[config.mk]
export PLATFORM = sky130hd
export DESIGN_NAME = frame_decimator_writer
export DESIGN_NICKNAME = d
export VERILOG_FILES = /design/src/rtl/fdw_pkg.sv /design/src/rtl/frame_decimator_writer_gray.sv /design/src/rtl/frame_decimator_writer.sv
export SDC_FILE = /design/constraint.sdc
export NUM_CORES = 1
export LEC_CHECK = 0
export CAP_MARGIN = 10
export CORE_MARGIN = 1.5
export CORE_UTILIZATION = 60
export DETAILED_ROUTE_END_ITERATION = 10
export GPL_ROUTABILITY_DRIVEN = 0
export PLACE_DENSITY = 0.92
export SLEW_MARGIN = 20
export SYNTH_ARGS = -nofsm -noshare
export SYNTH_HDL_FRONTEND = slang
export SYNTH_SLANG_ARGS = --single-unit
[constraint.sdc]
create_clock -name clk -period 7.9 [get_ports clk]
set_input_delay 0.79 -clock clk [delete_from_list [all_inputs] [get_ports clk]]
set_output_delay 0.79 -clock clk [all_outputs]
set_load 0.01 [all_outputs]
[src/rtl/fdw_pkg.sv]
// Shared constants, FSM encoding and the RGB565 unpack helper for the frame
// decimator writer and its gray-conversion pipeline.
package fdw_pkg;

  localparam int IMG_W_DEF = 640;
  localparam int IMG_H_DEF = 480;
  localparam int DECIM_DEF = 4;
  localparam int OUT_W     = IMG_W_DEF / DECIM_DEF;
  localparam int OUT_H     = IMG_H_DEF / DECIM_DEF;

  localparam logic [1:0] ST_SYNC    = 2'd0;
  localparam logic [1:0] ST_CAPTURE = 2'd1;
  localparam logic [1:0] ST_DROP    = 2'd2;

  // Luma weights sum to 256, so full-scale white maps exactly to 255.
  localparam logic [15:0] GRAY_R = 16'd77;
  localparam logic [15:0] GRAY_G = 16'd150;
  localparam logic [15:0] GRAY_B = 16'd29;

  typedef struct packed {
    logic [7:0] r;
    logic [7:0] g;
    logic [7:0] b;
  } rgb888_t;

  // Bit replication keeps 0 -> 0 and full scale -> 255 for each channel.
  function automatic rgb888_t rgb565_unpack(input logic [15:0] p);
    rgb888_t c;
    c.r = {p[15:11], p[15:13]};
    c.g = {p[10:5], p[10:9]};
    c.b = {p[4:0], p[4:2]};
    return c;
  endfunction

endpackage

[src/rtl/frame_decimator_writer_gray.sv]
// Two-stage RGB565 -> 8-bit gray pipeline; valid and an opaque tag (RAM
// address incl. bank bit) travel alongside the pixel with identical latency.
module rgb565_to_gray
  import fdw_pkg::*;
#(
  parameter int TAG_W = 16
) (
  input  logic             clk,
  input  logic             rst_n,
  input  logic             in_valid,
  input  logic [15:0]      in_pixel,
  input  logic [TAG_W-1:0] in_tag,
  output logic             out_valid,
  output logic [7:0]       out_gray,
  output logic [TAG_W-1:0] out_tag
);

  rgb888_t          rgb_s1;
  logic             valid_s1;
  logic [TAG_W-1:0] tag_s1;
  logic [7:0]       gray_c;

  // 16-bit weighted sum wraps rather than saturates; the weights keep it in range.
  always_comb begin
    gray_c = 8'((GRAY_R * {8'd0, rgb_s1.r} + GRAY_G * {8'd0, rgb_s1.g} +
                 GRAY_B * {8'd0, rgb_s1.b}) >> 8);
  end

  always_ff @(posedge clk) begin
    if (!rst_n) begin
      valid_s1  <= 1'b0;
      rgb_s1    <= '0;
      tag_s1    <= '0;
      out_valid <= 1'b0;
      out_gray  <= '0;
      out_tag   <= '0;
    end else begin
      valid_s1  <= in_valid;
      rgb_s1    <= rgb565_unpack(in_pixel);
      tag_s1    <= in_tag;
      out_valid <= valid_s1;
      out_gray  <= gray_c;
      out_tag   <= tag_s1;
    end
  end

endmodule

[src/rtl/frame_decimator_writer.sv]
// Decimates the camera pixel stream to gray and writes it into a ping-pong
// pair of RAM banks, handing complete frames to the consumer by bank index.
module frame_decimator_writer
  import fdw_pkg::*;
#(
  parameter int IMG_W  = IMG_W_DEF,
  parameter int IMG_H  = IMG_H_DEF,
  parameter int DECIM  = DECIM_DEF,
  parameter int ADDR_W = 1 + $clog2(OUT_W * OUT_H)
) (
  input  logic              clk,
  input  logic              rst_n,
  input  logic [15:0]       pixel_data,
  input  logic              pixel_valid,
  input  logic              href,
  input  logic              frame_done,
  input  logic              rd_release,
  output logic              wr_en,
  output logic [ADDR_W-1:0] wr_addr,
  output logic [7:0]        wr_data,
  output logic              frame_ready,
  output logic              rd_bank,
  output logic              frame_dropped,
  output logic              capturing
);

  localparam int OW = IMG_W / DECIM;
  localparam int DS = $clog2(DECIM);
  localparam int LW = ADDR_W - 1;
  localparam int CW = $clog2(IMG_W) + 2;
  localparam int RW = $clog2(IMG_H) + 2;
  localparam logic [CW-1:0] COL_LIM  = CW'(IMG_W);
  localparam logic [RW-1:0] ROW_LIM  = RW'(IMG_H);
  localparam logic [CW-1:0] COL_MASK = CW'(DECIM - 1);
  localparam logic [RW-1:0] ROW_MASK = RW'(DECIM - 1);

  logic [1:0]    state;
  logic [CW-1:0] col;
  logic [RW-1:0] row;
  logic          href_d;
  logic          wr_bank;
  logic          rd_full;
  logic          handover;
  logic          href_fall;
  logic          rd_full_eff;
  logic          keep;
  logic [LW-1:0] addr_lo;

  // There is no back-pressure: a pixel is transferred on every cycle pixel_valid is high.
  always_comb begin
    href_fall   = href_d & ~href;
    rd_full_eff = rd_full & ~rd_release;
    keep        = pixel_valid && (state == ST_CAPTURE) &&
                  ((col & COL_MASK) == '0) && ((row & ROW_MASK) == '0) &&
                  (col < COL_LIM) && (row < ROW_LIM);
    addr_lo     = LW'(int'(row >> DS) * OW + int'(col >> DS));
    capturing   = (state == ST_CAPTURE);
  end

  rgb565_to_gray #(
    .TAG_W (ADDR_W)
  ) u_gray (
    .clk       (clk),
    .rst_n     (rst_n),
    .in_valid  (keep),
    .in_pixel  (pixel_data),
    .in_tag    ({wr_bank, addr_lo}),
    .out_valid (wr_en),
    .out_gray  (wr_data),
    .out_tag   (wr_addr)
  );

  always_ff @(posedge clk) begin
    if (!rst_n) begin
      state         <= ST_SYNC;
      col           <= '0;
      row           <= '0;
      href_d        <= 1'b0;
      wr_bank       <= 1'b0;
      rd_bank       <= 1'b0;
      rd_full       <= 1'b0;
      handover      <= 1'b0;
      frame_ready   <= 1'b0;
      frame_dropped <= 1'b0;
    end else begin
      href_d        <= href;
      handover      <= 1'b0;
      frame_ready   <= 1'b0;
      frame_dropped <= 1'b0;

      // Counters saturate so oversized lines/frames stay out of range.
      if (frame_done) begin
        col <= '0;
        row <= '0;
      end else if (href_fall) begin
        col <= '0;
        if (col != '0 && row != '1) row <= row + RW'(1);
      end else if (pixel_valid && col != '1) begin
        col <= col + CW'(1);
      end

      // Handover lands with the last in-flight write of the finished frame.
      if (handover) begin
        frame_ready <= 1'b1;
        rd_bank     <= wr_bank;
        rd_full     <= 1'b1;
        wr_bank     <= ~wr_bank;
      end else if (rd_release) begin
        rd_full <= 1'b0;
      end

      if (frame_done) begin
        case (state)
          ST_SYNC: state <= rd_full_eff ? ST_DROP : ST_CAPTURE;
          ST_CAPTURE: begin
            handover <= 1'b1;
            state    <= rd_full_eff ? ST_DROP : ST_CAPTURE;
          end
          ST_DROP: begin
            frame_dropped <= 1'b1;
            state         <= rd_full_eff ? ST_DROP : ST_CAPTURE;
          end
          default: state <= ST_SYNC;
        endcase
      end
    end
  end

endmodule

# Yosys cells after proc, flatten, opt, wreduce, memory -nomap -nowiden
# Index checks and enable logic that the tools add are counted.
# classes
n_eq_ne	4
bitwise	6
mul	4
div	0
n_reduce_logical	17
add_sub_neg	5
muxes	7
n_lt_le_gt_ge	2
n_shift	0
# ops
op	count
multiplier 7 x 8 -> 15 bit, first input constant	2
adder 15 x 16 -> 16 bit	1
adder 16 x 13 -> 16 bit	1
adder 15 x 10 -> 15 bit	1
multiplier 5 x 8 -> 13 bit, first input constant	1
adder 12 x 1 -> 12 bit, second input constant	1
logical NOT 12 bit	1
less-than comparator 12 x 10 -> 1 bit, second input constant	1
inequality test 12 bit, second input constant	1
nonzero test 12 bit	1
adder 11 x 1 -> 11 bit, second input constant	1
logical NOT 11 bit	1
less-than comparator 11 x 9 -> 1 bit, second input constant	1
inequality test 11 bit, second input constant	1
multiplier 9 x 3 -> 10 bit, second input constant	1
logical AND 1 bit	7
OR reduction 3 bit	2
two-way mux 1 bit	5
two-way mux 2 bit	2
NOT 1 bit	4
AND reduction 2 bit	2
bitwise AND 1 bit	2
equality test 2 x 1 -> 1 bit, second input constant	1
equality test 2 bit, second input constant	1
other kinds (3)	3
# word_totals
wordCells	63
ram_bits	0
reg_bits	98
n_memories	0
input_bits	22
latchBits	0
out_inout_bits	29
rom_bits	0

# Depth between registers and ports, before layout
# depth
ltp_word	6
mapped_depth	25

# Modules after synthesis
# Synthesis repeated with hierarchy kept, for this count alone.
# hier_totals
cells_unflattened	674
area_unflattened_um2	6707.7
# modules_own_cells
module	seq_area_each_um2	area_per_inst_um2	cells_per_inst	n_inst
rgb565_to_gray	1161.1	4574.4	434	1
frame_decimator_writer	640.6	2133.3	240	1

# Worst setup path before layout
# Ideal clock, no wire load.
# synth_path
path_type	flip-flop to flip-flop
start	reg u_gray.rgb_s1[14] (netlist bit)
end	reg u_gray.out_gray[4]
path_slack_ps	2075
path_buffers	0
required_ps	7785
stages_incl_launch_ff	23
setup_ps	115
arrival_time_ps	5710
path_cell_list	dfxtp_1 > ha_1 > ha_1 > inv_1 > fa_1 > fa_1 > inv_1 > ha_1 > xnor2_1 > fa_1 > inv_1 > fa_1 > fa_1 > fa_1 > inv_1 > ha_1 > nor2_1 > a21oi_1 > o21ai_2 > o21bai_2 > a21oi_2 > xnor2_1 > and2_1
# synth_via
elab_chain_len	3
# synth_rtl
element	line	text
start, declared	frame_decimator_writer_gray.sv:18	rgb888_t rgb_s1;
start signal, assigned	frame_decimator_writer_gray.sv:39	rgb_s1 <= rgb565_unpack(in_pixel);
multiplier 7 x 8 -> 15 bit	frame_decimator_writer_gray.sv:25	gray_c = 8'((GRAY_R * {8'd0, rgb_s1.r} + GRAY_G * {8'd0, rgb_s1.g} +
adder 15 x 16 -> 16 bit	frame_decimator_writer_gray.sv:25	
adder 16 x 13 -> 16 bit	frame_decimator_writer_gray.sv:25	
end signal, assigned	frame_decimator_writer_gray.sv:42	out_gray <= gray_c;
end, declared	frame_decimator_writer_gray.sv:14	output logic [7:0] out_gray,
# No other way between the ends.
# A chain may end at the register's enable or synchronous reset.

# Worst setup path after layout
# layout_path
start	reg u_gray.rgb_s1[14] (netlist bit)
end	reg u_gray.out_gray[6]
# The elaborated chain is that of the path after synthesis.

==> run summary <==
Worst path required time = 8150 ps
Hold WC Path Type = flip-flop to flip-flop
Setup crit end kind = flip-flop
CP max FO = 8
Post-synth EDFFs = 0
RSZ-0062 raised after global routing = no
DIE WIDTH = 107.4 microns
P_leak = 3.537 nW
Initial Utilization = 0.6256
GR Util met2 = 0.4977
Die Ht = 107.4 microns
Rows = 37
Worst-path clk slew = 100 ps
Global routing met1 resource utilization = 0.2732
Minimum clock period after layout = 6246 ps
Internal power = 1.067 mW
Primary FF master, synth = dfxtp_1
Setup repair bufs after CTS = 0
Core area = 10,460 sq um
Seq cells post-synth = 90
Resized Gates After CTS = 0
Reg power frac = 0.271
Drt wl/cell = 15.65 microns
CTS sink cnt = 90
Top cells by count, synth = inv_1, ha_1, dfxtp_1
Max VDD drop = 203.8 uV
Final design utilization = 0.7068
Grt met3 use = 0.05206
Status = finished clean
Layer with the highest usage = met2
Syn nets = 859
GRT overflow = 0
Num CTS Buffers = 9
Area Growth Syn to Fin = 12.98%
Initial antenna violation count = 0
CP Data Arrival Time = 6500 ps
F_max = 160.1 MHz
Post-synth top area share = 0.2753
Clock Skew = 8.946 ps
H-Tree Depth = 3
Cts hold-fix bufs = 0
Area leader, netlist = dfxtp_1
Clock network fraction of design power = 0.174
Ant diodes = 0
Synthesized area per cell = 9.682 sq um
Syn Std Cell Area = 6545 sq um
Hold Vio Cnt, Final = 0
Residual DRC = 0
Pins Over Slew Limit = 0
Die area = 11,540 sq um
Vias in the first global route = 5,208
Syn. warnings = 0
IO buf count = 50
Post-detailed-routing wire length = 13,600 microns
Hpwl dp = 10,820 microns
Post-route ant nets = 0
Slew margin rel. = 0.5287
Number of distinct library cells after synthesis = 46
CTS tree = yes
CP Launch Type = flip-flop
Synth Instances = 676
Setup TNS = 0 ps
Via count of the routed design = 4,730
Clock latency on the worst-skew pair = 390 ps
Initial DRC count = 168
Gr usage total = 0.2580
DR vias/cell = 5.443
Setup violators final = 0
Max-Cap Viols = 0
Asr flop ratio synth = 0
Sw Ratio = 0.4230
Psw = 0.7823 mW
Post-layout net count = 911
Worst-Margin Slew = 706.1 ps
Combinational share of power = 0.555
Total power per unit cell area = 250.1 nW/um^2
DR pass1 iterations = 4
Root Buffer = clkbuf_8
Most common cell in the netlist = inv_1
Global-route wire length before repair = 23,180 microns
Main area contributors after synthesis = dfxtp_1, ha_1, fa_1
Largest net degree at the start of global routing = 49
Top Ports = 51
Share of layout cells above drive strength 1 = 0.03683
Sequential area share after synthesis = 0.2753
CP Class = flip-flop to flip-flop
Clock Tree Buf Depth = 2
Period utilization = 0.7906
[worst paths after layout]
path / start / endpoint / slack [ps] / cells after the start
worst min register to register: u_gray.tag_s1[14] / u_gray.out_tag[14] / 440 / 1
worst max register to register: u_gray.rgb_s1[14] / u_gray.out_gray[6] / 1650 / 23
worst min-delay path: u_gray.tag_s1[14] / u_gray.out_tag[14] / 440 / 1
worst max-delay path: u_gray.rgb_s1[14] / u_gray.out_gray[6] / 1650 / 23
[cell usage in the layout, fill, tap and decap left out, types with 6 or more instances in the layout]
cell             synthesis  layout
xor2_1                  16      16
clkbuf_8                 0       9
nor3_1                   9       9
nand4_1                  6       6
fa_1                    56      56
a21oi_1                 24      24
nor2b_1                  6       6
o21ai_0                 21      21
a21o_1                   7       7
or3_1                    6       6
a31oi_1                  6       6
clkdlybuf4s50_1          0      50
and2_1                  43      43
inv_1                  115     115
ha_1                   105     105
nor2_1                  50      50
nand2_1                 16      16
nand2b_1                 9       9
dfxtp_1                 90      90
nand3_1                 11      11
xnor2_1                 24      24
[power by group through the flow]
| stage | Clock, mW | Sequential (mW) | Combinational, mW |
|---|---|---|---|
| after floorplan | 0 | 0.513 | 0.768 |
| after global placement | 0 | 0.512 | 0.954 |
| after detailed placement | 0 | 0.512 | 1.01 |
| after CTS | 0.328 | 0.502 | 1.03 |
| after global routing | 0.347 | 0.505 | 1.17 |
| final | 0.322 | 0.502 | 1.03 |
[flip-flops by register name (all words and copies together) (netlist names)]
name              cells
u_gray.out_tag       16
u_gray.rgb_s1        16
u_gray.tag_s1        16
col                  12
row                  11
u_gray.out_gray       8
state                 2
frame_dropped         1
frame_ready           1
handover              1
href_d                1
rd_bank               1
rd_full               1
u_gray.out_valid      1
u_gray.valid_s1       1
wr_bank               1
[cells by family after synthesis]
group | share of synthesized area
DFF | 0.2753
xor gates and xnor gates | 0.05353
adders and majority gates | 0.3720
muxes | 0.007647
buffers and inverters | 0.07188
and+or+nand+nor | 0.1485
AOI/OAI and AO/OA | 0.07112
[stage by stage]
step / hold slack (ps) / cell area [sq um] / power [mW] / instances / setup WS, ps
4_1_cts: 438.3 / 7395 / 1.858 / 869 / 1647
3_3_place_gp: 418.5 / 7184 / 1.466 / 853 / 1865
5_1_grt: 450.3 / 7395 / 2.020 / 869 / 1381
6_report: 441.0 / 7395 / 1.850 / 869 / 1654
2_1_floorplan: 411.9 / 6545 / 1.281 / 676 / 2075
3_5_place_dp: 417.7 / 7184 / 1.520 / 853 / 1671
[critical path: stages (launching register included)]
cell     delay (ps)
dfxtp_1         530
ha_1            300
ha_1            270
inv_1            50
fa_1            510
fa_1            520
inv_1            40
ha_1            240
or4_1           550
a31oi_1         240
xnor2_1         150
ha_1            250
inv_1            70
fa_1            430
fa_1            550
inv_1            40
ha_1            330
a21o_1          200
a21o_1          170
a21oi_1         180
nand2_1         100
a21oi_1         180
xor2_1          160
nor2_1           50
[layout make-up]
cell class / count / area (sq um)
Fill cell: 759 / 3068
Clock inverter: 7 / 86.33
Sequential cell: 90 / 1802
Inverter: 115 / 431.7
Multi-Input combinational cell: 461 / 4273
Clock buffer: 9 / 123.9
Tap cell: 136 / 170.2
Timing Repair Buffer: 51 / 508.0
[per-layer routing]
| metal | up-vias | routed length [microns] |
|---|---|---|
| met5 | - | 0 |
| met1 | 2314 | 5194 |
| met3 | 29 | 412 |
| met2 | 88 | 7678 |
| li1 | 2299 | - |
| met4 | 0 | 313 |
No activity file was read; power rests on OpenSTA's default activity.
